## src/rtl/data_load_aligner.sv

```systemverilog
// Load-path stage: checks alignment, issues a word read with a bounded handshake wait,
// and returns the addressed byte/halfword shifted to bit 0 as a one-cycle registered result.
module data_load_aligner #(
   parameter int TIMEOUT = 16,
   parameter int CNT_W   = 5
) (
   input  logic        clk,
   input  logic        rst,
   input  logic        Inicio,
   input  logic [31:0] Direccion,
   input  logic [1:0]  Tamano,
   output logic        Ocupado,
   output logic        MemReq,
   output logic [31:0] MemAddr,
   input  logic        MemReady,
   input  logic [31:0] MemRData,
   output logic [31:0] Dato,
   output logic [7:0]  Byte,
   output logic        Valido,
   output logic        Error
);

   typedef enum logic [2:0] {
      S_IDLE  = 3'd0,
      S_CHECK = 3'd1,
      S_REQ   = 3'd2,
      S_DONE  = 3'd3,
      S_FAIL  = 3'd4
   } state_e;

   localparam logic [CNT_W-1:0] CNT_LAST = CNT_W'(TIMEOUT - 1);

   state_e            state_q, state_d;
   logic [31:0]       dir_q, dir_d;
   logic [1:0]        tam_q, tam_d;
   logic [CNT_W-1:0]  cnt_q, cnt_d;
   logic              req_q, req_d;
   logic [31:0]       addr_q, addr_d;
   logic [31:0]       dato_q, dato_d;
   logic              valido_q, valido_d;
   logic              error_q, error_d;
   logic              ocupado_q, ocupado_d;

   function automatic logic access_illegal(input logic [1:0] off, input logic [1:0] sz);
      logic bad;
      case (sz)
         2'b00:   bad = 1'b0;
         2'b01:   bad = off[0];
         2'b10:   bad = (off != 2'b00);
         default: bad = 1'b1;
      endcase
      return bad;
   endfunction

   function automatic logic [31:0] align_load(input logic [31:0] w, input logic [1:0] off,
                                              input logic [1:0] sz);
      logic [31:0] r;
      case (sz)
         2'b00: begin
            case (off)
               2'b00:   r = {24'h000000, w[7:0]};
               2'b01:   r = {24'h000000, w[15:8]};
               2'b10:   r = {24'h000000, w[23:16]};
               default: r = {24'h000000, w[31:24]};
            endcase
         end
         2'b01: begin
            if (off[1]) begin
               r = {16'h0000, w[31:16]};
            end else begin
               r = {16'h0000, w[15:0]};
            end
         end
         default: r = w;
      endcase
      return r;
   endfunction

   // State and output registers
   always_ff @(posedge clk or posedge rst) begin
      if (rst) begin
         state_q   <= S_IDLE;
         dir_q     <= 32'h0000_0000;
         tam_q     <= 2'b00;
         cnt_q     <= '0;
         req_q     <= 1'b0;
         addr_q    <= 32'h0000_0000;
         dato_q    <= 32'h0000_0000;
         valido_q  <= 1'b0;
         error_q   <= 1'b0;
         ocupado_q <= 1'b0;
      end else begin
         state_q   <= state_d;
         dir_q     <= dir_d;
         tam_q     <= tam_d;
         cnt_q     <= cnt_d;
         req_q     <= req_d;
         addr_q    <= addr_d;
         dato_q    <= dato_d;
         valido_q  <= valido_d;
         error_q   <= error_d;
         ocupado_q <= ocupado_d;
      end
   end

   // Next-state and next-output logic
   always_comb begin
      state_d  = state_q;
      dir_d    = dir_q;
      tam_d    = tam_q;
      cnt_d    = cnt_q;
      req_d    = req_q;
      addr_d   = addr_q;
      dato_d   = dato_q;
      valido_d = 1'b0;
      error_d  = 1'b0;
      case (state_q)
         S_IDLE: begin
            if (Inicio) begin
               dir_d   = Direccion;
               tam_d   = Tamano;
               state_d = S_CHECK;
            end else begin
               state_d = S_IDLE;
            end
         end
         S_CHECK: begin
            if (access_illegal(dir_q[1:0], tam_q)) begin
               error_d = 1'b1;
               state_d = S_FAIL;
            end else begin
               req_d   = 1'b1;
               addr_d  = {dir_q[31:2], 2'b00};
               cnt_d   = '0;
               state_d = S_REQ;
            end
         end
         S_REQ: begin
            // A ready on the last counted cycle still completes the load.
            if (MemReady) begin
               dato_d   = align_load(MemRData, dir_q[1:0], tam_q);
               req_d    = 1'b0;
               valido_d = 1'b1;
               state_d  = S_DONE;
            end else if (cnt_q == CNT_LAST) begin
               req_d   = 1'b0;
               error_d = 1'b1;
               state_d = S_FAIL;
            end else begin
               cnt_d = cnt_q + {{(CNT_W-1){1'b0}}, 1'b1};
            end
         end
         S_DONE:  state_d = S_IDLE;
         S_FAIL:  state_d = S_IDLE;
         default: begin
            req_d   = 1'b0;
            state_d = S_IDLE;
         end
      endcase
      ocupado_d = (state_d != S_IDLE);
   end

   assign Ocupado = ocupado_q;
   assign MemReq  = req_q;
   assign MemAddr = addr_q;
   assign Dato    = dato_q;
   assign Byte    = dato_q[7:0];
   assign Valido  = valido_q;
   assign Error   = error_q;

endmodule

```

## config.mk

```make
export PLATFORM = sky130hd
export DESIGN_NAME = data_load_aligner
export DESIGN_NICKNAME = d
export VERILOG_FILES = /design/src/rtl/data_load_aligner.sv
export SDC_FILE = /design/constraint.sdc
export NUM_CORES = 1
export LEC_CHECK = 0
export ABC_AREA = 1
export CAP_MARGIN = 20
export CORE_AREA = 2 2 115 117
export CTS_BUF_LIST = sky130_fd_sc_hd__clkbuf_2
export CTS_CLUSTER_DIAMETER = 30
export DETAILED_ROUTE_END_ITERATION = 16
export DIE_AREA = 0 0 117 119
export PLACE_DENSITY = 0.69
export SYNTH_ARGS = -nofsm -noshare
export SYNTH_HDL_FRONTEND = slang
export SYNTH_SLANG_ARGS = --single-unit
```

## constraint.sdc

```tcl
create_clock -name clk -period 7.4 [get_ports clk]
set_clock_uncertainty 0.05 [all_clocks]
set_input_delay 1.11 -clock clk [delete_from_list [all_inputs] [get_ports clk]]
set_output_delay 1.11 -clock clk [all_outputs]
set_load 0.01 [all_outputs]
```

==> results of run 1 <==
## sequential cells by signal, indices dropped and copies added, names as in the netlist
register	flops
dir_q	32
Error	1
cnt_q	5
MemReq	1
Dato	32
Ocupado	1
Valido	1
state_q	3
MemAddr	30
tam_q	2
## synthesized netlist by cell type, drive strengths merged
| cell type | instances |
|---|---|
| a21oi | 35 |
| a22oi | 8 |
| buf | 34 |
| clkbuf | 4 |
| conb | 1 |
| dfrtp | 108 |
| ha | 2 |
| inv | 54 |
| mux2 | 2 |
| nand2 | 133 |
| nand3 | 15 |
| nand4 | 4 |
| nor2 | 61 |
| o211ai | 1 |
| o21ai | 80 |
| o22ai | 1 |
| or2 | 1 |
| xnor2 | 1 |
## layer usage
layer	vias to the layer above	wire length, microns	track usage [%]
li1	1962	-	-
met1	1847	5220	23.5
met2	132	4930	25.5
met3	13	1100	6.21
met4	0	204	5.51
met5	-	0	0
## how the worst max path moves through the flow
stage	startpoint	to	slack, ns	cells after the start
2_1_floorplan	rst	Dato[0]	3.39	1
3_3_place_gp	MemReady	Dato[0]	4.25	6
3_5_place_dp	MemReady	Dato[0]	4.22	6
4_1_cts	Dato[5]	Dato[5]	4.54	1
5_1_grt	MemAddr[11]	MemAddr[11]	4.48	1
6_report	Dato[6]	Dato[6]	4.61	1
## cells by family (layout without fill, tap and decap cells)
kind of cell | Yosys count | after routing | synth area share, %
simple gates | 214 | 214 | 17.5
flops | 108 | 108 | 54.8
mux | 2 | 2 | 0.533
buf+inv | 92 | 215 | 9.67
xor+xnor | 1 | 1 | 0.178
other cells | 1 | 3 | 0.0761
fa+ha+maj | 2 | 2 | 0.508
compound gates | 125 | 125 | 16.7
## worst min-delay path: stages (launching register included)
cell	delay (ns)
dfrtp_1	0.41
nand2_1	0.05
nand2_1	0.05
## power by group
group          total (mW)  switching (mW)  internal (mW)
Clock               0.284           0.201         0.0833
Combinational        1.21           0.626          0.587
Sequential           1.03           0.182          0.850
## area by class of cell
cell class | count | area [sq um] | area share, %
clock buffers | 10 | 50.0 | 0.775
repair buffers | 145 | 1450 | 22.4
diodes | 1 | 2.50 | 0.0387
inverters | 54 | 205 | 3.18
well taps | 176 | 220 | 3.41
flip-flops and latches | 108 | 2700 | 41.8
multi-input cells | 346 | 1760 | 27.3
clock inverters | 6 | 71.3 | 1.10
==> metrics.log, run 1 <==
[metrics] result of the run: finished clean
[metrics] Placed Cells incl. Taps: 829
[metrics] critical path startpoint category: flop
[metrics] Buf+Inv Stages, Crit Path: 1
[metrics] fraction of the core area covered by cells at the end of the flow: around 50%
[metrics] maximum count of clock buffers along a single path: 2
[metrics] initial antenna violation count: 1
[metrics] critical register-to-register path endpoint: MemAddr[3]
[metrics] Initial DRC Count: 335
[metrics] remaining antenna violation count: 0
[metrics] reg2reg setup slack: between 5 and 6 ns
[metrics] number of max-slew violations in the final report: 0
[metrics] total of buffers placed on input and output ports: approximately 140
[metrics] largest net degree at the start of global routing: between 60 and 70
[metrics] depth of the worst register-to-register path: 4
[metrics] number of resized instances in the post-cts repair step: 0
[metrics] total global-route track usage: between 10% and 20%
[metrics] width of the die: roughly 120 microns
[metrics] Mean Syn Cell Area: 9.05 sq um
[metrics] main area contributors after synthesis: dfrtp_1, nand2_1, a21oi_2
[metrics] clock latency at the later pin of the worst-skew pair: roughly 0.61 ns
[metrics] largest fanout on the critical path: 3
[metrics] top library cells by usage in the layout, fill and taps aside: clkdlybuf4s50_1, nand2_1, dfrtp_1
[metrics] number of levels the H-tree was split into: 3
[metrics] via count of the first global-routing pass: just under 4000
[metrics] most common library cell in the layout ignoring fill and taps: clkdlybuf4s50_1
[metrics] cell type of the slowest stage on the worst timing path: clkdlybuf4s50_1
[metrics] # rows: 42
[metrics] max-cap violations: 0
[metrics] worst hold path endpoint: cnt_q[4]
[metrics] clock root buffer master: clkbuf_2
[metrics] highest clock frequency the design can meet: between 300 and 400 MHz
[metrics] Gate Count Post-Synth: about 550
[metrics] layout-stage area growth over the synthesis result: 31.0%
[metrics] worst relative slew slack: roughly 36%
[metrics] hold-fix buffers at CTS: 0
[metrics] top cell type by total area after synthesis: dfrtp_1
[metrics] synthesized flop and latch total: 108
[metrics] Worst Max-Slew Pin Slew: slightly below 1 ns
[metrics] final setup fails: 0
[metrics] minimum period implied by the final worst setup slack: 2.79 ns
[metrics] CTS tree: done
[metrics] DR vias: 3954
[metrics] fraction of layout instances using a drive strength above 1: 11.7%
[metrics] TNS Setup: 0 ns
[metrics] cell area after synthesis: approximately 4900 sq um
[metrics] worst-case vdd ir drop: about 0.18 mV
[metrics] Total Power Consumption: 2.53 mW
[metrics] number of endpoints with negative hold slack in the final report: 0
[metrics] length of the first detailed-routing pass in iterations: 4
[metrics] sequential share of the synthesized area: 54.8%
[metrics] finished layout cell area: about 6500 sq um
[metrics] HPWL after detailed placement: 8.16 mm
[metrics] fill cell count: 1203
[metrics] reported leakage power: about 3.0 nW
[metrics] critical path type: reg2out
[metrics] post-detailed-routing wire length: 11.5 mm
[metrics] setup slack after layout: ~4.6 ns
[metrics] cell type group with the largest total delay on the critical path: buffers and inverters
[metrics] pre-CTS WS: roughly 4.2 ns
[metrics] startpoint of the tightest hold check path: cnt_q[4]
[metrics] placed inst area: 6340 sq um
[metrics] NumNets Final: 736
[metrics] post-route DRC violation count: 0
[metrics] number of warnings printed during yosys synthesis: 0
[metrics] HP Class: reg2reg
[metrics] Clock Sink Count: between 100 and 150
[metrics] Num CTS Buffers: 9
[metrics] final worst-path cycle share: ~38%
[metrics] chain of cells forming the critical path: clkdlybuf4s50_1
[metrics] Die Outline Area: 13900 sq um
[metrics] RSZ-0062 raised after global routing: no
[metrics] drt wl/cell: about 14 microns
[metrics] height of the die: about 120 microns
[metrics] count of cells along the worst hold path: 2
[metrics] critical path arrival: 1.63 ns
[metrics] Final Instance Count excl. Fillers: 846
[metrics] number of setup buffers added after CTS: 0
[metrics] initial standard-cell utilization of the core: between 30% and 40%
[metrics] share of Yosys cell area claimed by the top area cell type: a little over half
[metrics] required time of the critical path: about 6.2 ns
[metrics] worst hold slack: between 0.4 and 0.5 ns
[metrics] wire length of the first global-routing pass: approximately 19 mm
[metrics] Worst setup EP type: output port
[metrics] aggregate global routing overflow: 0
[metrics] reg2reg start: tam_q[1]
[metrics] distinct cell type count after synthesis: 28
[metrics] pwr dens: about 390 nW/um^2
[metrics] drt via density: between 4 and 5
[metrics] largest stage delay on the critical path: between 0.5 and 0.6 ns
[metrics] placeable core region: 12900 sq um
[metrics] clock-pin slew of the registers on the worst-case setup and hold paths: slightly below 0.3 ns
[metrics] global placer's final weighted congestion: ~0.84
[metrics] top-level port count: around 150
(Power assumes the default switching activity.)
==> run 2: changes to the inputs <==
--- a/config.mk
+++ b/config.mk
@@ -12,7 +12,7 @@
 export CTS_CLUSTER_DIAMETER = 30
 export DETAILED_ROUTE_END_ITERATION = 16
 export DIE_AREA = 0 0 117 119
-export PLACE_DENSITY = 0.69
+export PLACE_DENSITY = 0.72
 export SYNTH_ARGS = -nofsm -noshare
 export SYNTH_HDL_FRONTEND = slang
 export SYNTH_SLANG_ARGS = --single-unit
==> constraint.sdc (replaced) <==
create_clock -name clk -period 2.4 [get_ports clk]
set_clock_uncertainty 0.05 [all_clocks]
set_input_delay 0.36 -clock clk [delete_from_list [all_inputs] [get_ports clk]]
set_output_delay 0.36 -clock clk [all_outputs]
set_load 0.01 [all_outputs]
==> run 2 against run 1 <==
  * Register-to-register slack worse by 4.4 ns
  * Highest routed layer unchanged
  * Largest power group unchanged
  * Power rose to 3.1 times the previous value
  * Critical path depth unchanged
  * Flip-flop and latch count stayed put
  * Setup slack got worse by 4.2 ns
==> metrics.log, run 2 (synthesis gave the netlist of run 1 again) <==
[metrics] result of the run: finished clean
[metrics] NumNets Final: approximately 740
[metrics] most common library cell in the layout ignoring fill and taps: clkdlybuf4s50_1
[metrics] layout-stage area growth over the synthesis result: 32.2%
[metrics] post-route DRC violation count: 0
[metrics] total global-route track usage: between 15 and 20%
[metrics] largest net degree at the start of global routing: approximately 110
[metrics] worst hold slack: ~0.16 ns
[metrics] height of the die: approximately 120 microns
[metrics] clock latency at the later pin of the worst-skew pair: 0.60 ns
[metrics] timing startpoint of the critical path: Dato[5]
[metrics] RSZ-0062 raised after global routing: no
[metrics] largest fanout on the critical path: 3
[metrics] minimum period implied by the final worst setup slack: between 2 and 2.5 ns
[metrics] total of buffers placed on input and output ports: about 140
[metrics] worst relative slew slack: 60.4%
[metrics] remaining antenna violation count: 0
[metrics] depth of the worst register-to-register path: 5
[metrics] hold-fix buffers at CTS: 0
[metrics] max-cap violations: 0
[metrics] highest clock frequency the design can meet: 494 MHz
[metrics] power share of the combinational group: 50.9%
[metrics] antenna cells: 0
[metrics] destination of the critical timing path: Dato[5]
[metrics] worst-case vdd ir drop: ~0.61 mV
[metrics] fill cell count: 1220
[metrics] critical path type: reg2out
[metrics] reg2reg setup slack: between 0.6 and 0.7 ns
[metrics] fraction of the core area covered by cells at the end of the flow: 50.6%
[metrics] post-detailed-routing wire length: 11.9 mm
[metrics] cell internal power dissipation: between 4 and 5 mW
[metrics] cell type of the slowest stage on the worst timing path: clkdlybuf4s50_1
[metrics] largest stage delay on the critical path: 0.56 ns
[metrics] reported leakage power: slightly above 3 nW
[metrics] top-level port count: 146
[metrics] proportion of power drawn by flip-flops and latches: between 30 and 40%
[metrics] initial antenna violation count: 0
[metrics] global placer's final weighted congestion: between 0.8 and 0.9
[metrics] Worst Max-Slew Pin Slew: just under 0.6 ns
[metrics] drt wl/cell: 14.0 microns
[metrics] TNS Setup: 0 ns
[metrics] number of resized instances in the post-cts repair step: 0
[metrics] via count of the first global-routing pass: 3983
[metrics] Buf+Inv Stages, Crit Path: 1
[metrics] DR vias: 3991
[metrics] Worst setup EP type: output port
[metrics] number of setup buffers added after CTS: 0
[metrics] Clock Sink Count: 108
[metrics] fraction of layout instances using a drive strength above 1: roughly an eighth
[metrics] critical path arrival: ~1.6 ns
[metrics] Switching Share: just over 40%
[metrics] number of levels the H-tree was split into: 3
[metrics] reg2reg start: dir_q[0]
[metrics] Num CTS Buffers: 9
[metrics] HPWL after detailed placement: between 8 and 9 mm
[metrics] power dissipated by switching net loads: 3.14 mW
[metrics] aggregate global routing overflow: 0
[metrics] wire length of the first global-routing pass: around 19 mm
[metrics] CTS tree: done
[metrics] clock root buffer master: clkbuf_2
[metrics] chain of cells forming the critical path: clkdlybuf4s50_1
[metrics] number of endpoints with negative hold slack in the final report: 0
[metrics] final setup fails: 0
[metrics] initial standard-cell utilization of the core: 38.3%
[metrics] critical register-to-register path endpoint: MemAddr[15]
[metrics] # rows: 42
[metrics] area used by multi-input combinational logic: 1760 sq um
[metrics] final worst-path cycle share: a little over four fifths
[metrics] Die Outline Area: approximately 14000 sq um
[metrics] relative contribution of the clock network to total power: under 10%
[metrics] top library cells by usage in the layout, fill and taps aside: clkdlybuf4s50_1, nand2_1, dfrtp_1
[metrics] number of max-slew violations in the final report: 0
[metrics] Initial DRC Count: between 300 and 400
[metrics] HP Class: in2async
[metrics] critical path startpoint category: flop
[metrics] maximum count of clock buffers along a single path: 2
[metrics] width of the die: around 120 microns
[metrics] clock-pin slew of the registers on the worst-case setup and hold paths: between 0.2 and 0.3 ns
[metrics] length of the first detailed-routing pass in iterations: 5
[metrics] cell type group with the largest total delay on the critical path: buffers and inverters
[metrics] required time of the critical path: around 2.0 ns
[metrics] placeable core region: about 13000 sq um
[metrics] drt via density: around 4.7
[metrics] pwr dens: 1200 nW/um^2
[metrics] number of cells on the critical path: 1
[metrics] sequential cell area: ~2700 sq um
[run 2: changes by cell type in the layout (fill, tap and decap cells not counted)]
cell / before / now
buf_4: 2 / 3
clkinvlp_4: 1 / 3
inv_4: 1 / 0
inv_8: 1 / 0
clkbuf_2: 10 / 11
bufinv_16: 1 / 0
diode_2: 1 / 0
buf_12: 0 / 4
[run 2: worst reg2reg max path, cell delays in order (launching register included)]
cell     delay, ns
dfrtp_1       0.56
o21ai_1       0.22
nand3_4       0.37
buf_12        0.33
nand2_1       0.11
o21ai_2       0.06
[run 2: metrics by stage]
stage	cells	total power [mW]	instance area, sq um	worst slack (ns)
6_report	850	7.79	6520	0.375
5_1_grt	850	8.46	6520	0.275
4_1_cts	850	7.89	6520	0.296
3_5_place_dp	834	7.13	6420	0.503
3_3_place_gp	834	7.00	6420	0.548
2_1_floorplan	546	5.51	4940	0.688
[run 2: cell type report]
cell class / count / area share (%)
sequential: 108 / 41.5
clock buffer: 11 / 0.845
clock inverter: 5 / 0.576
multi-input combinational: 346 / 27.0
timing repair buffer: 150 / 23.5
inverter: 54 / 3.17
tap: 176 / 3.38
[run 2: worst min-delay path by stage]
stage / slack [ns] / end / startpoint / cells past startpoint
6_report: 0.16 / Dato[16] / rst / 3
4_1_cts: 0.16 / Dato[15] / rst / 3
3_3_place_gp: 0.41 / cnt_q[4] / cnt_q[4] / 2
2_1_floorplan: 0.39 / cnt_q[4] / cnt_q[4] / 2
3_5_place_dp: 0.42 / cnt_q[4] / cnt_q[4] / 2
5_1_grt: 0.17 / dir_q[2] / rst / 3
[run 2: power groups by stage]
stage                     registers, mW  logic, mW  clock network, mW
final                              3.08       3.97              0.752
after global routing               3.19       4.41              0.859
after CTS                          3.09       4.02              0.785
after detailed placement           3.12       4.01                  0
after global placement             3.09       3.90                  0
after floorplan                    3.25       2.26                  0
[run 2: layer usage]
| layer | track usage [%] | vias up | part of all wire, % |
|---|---|---|---|
| met4 | 7.35 | 0 | 2.3 |
| met1 | 23.7 | 1844 | 44 |
| li1 | - | 1973 | - |
| met5 | 0 | - | 0 |
| met2 | 27.3 | 155 | 44 |
| met3 | 5.04 | 19 | 9.3 |
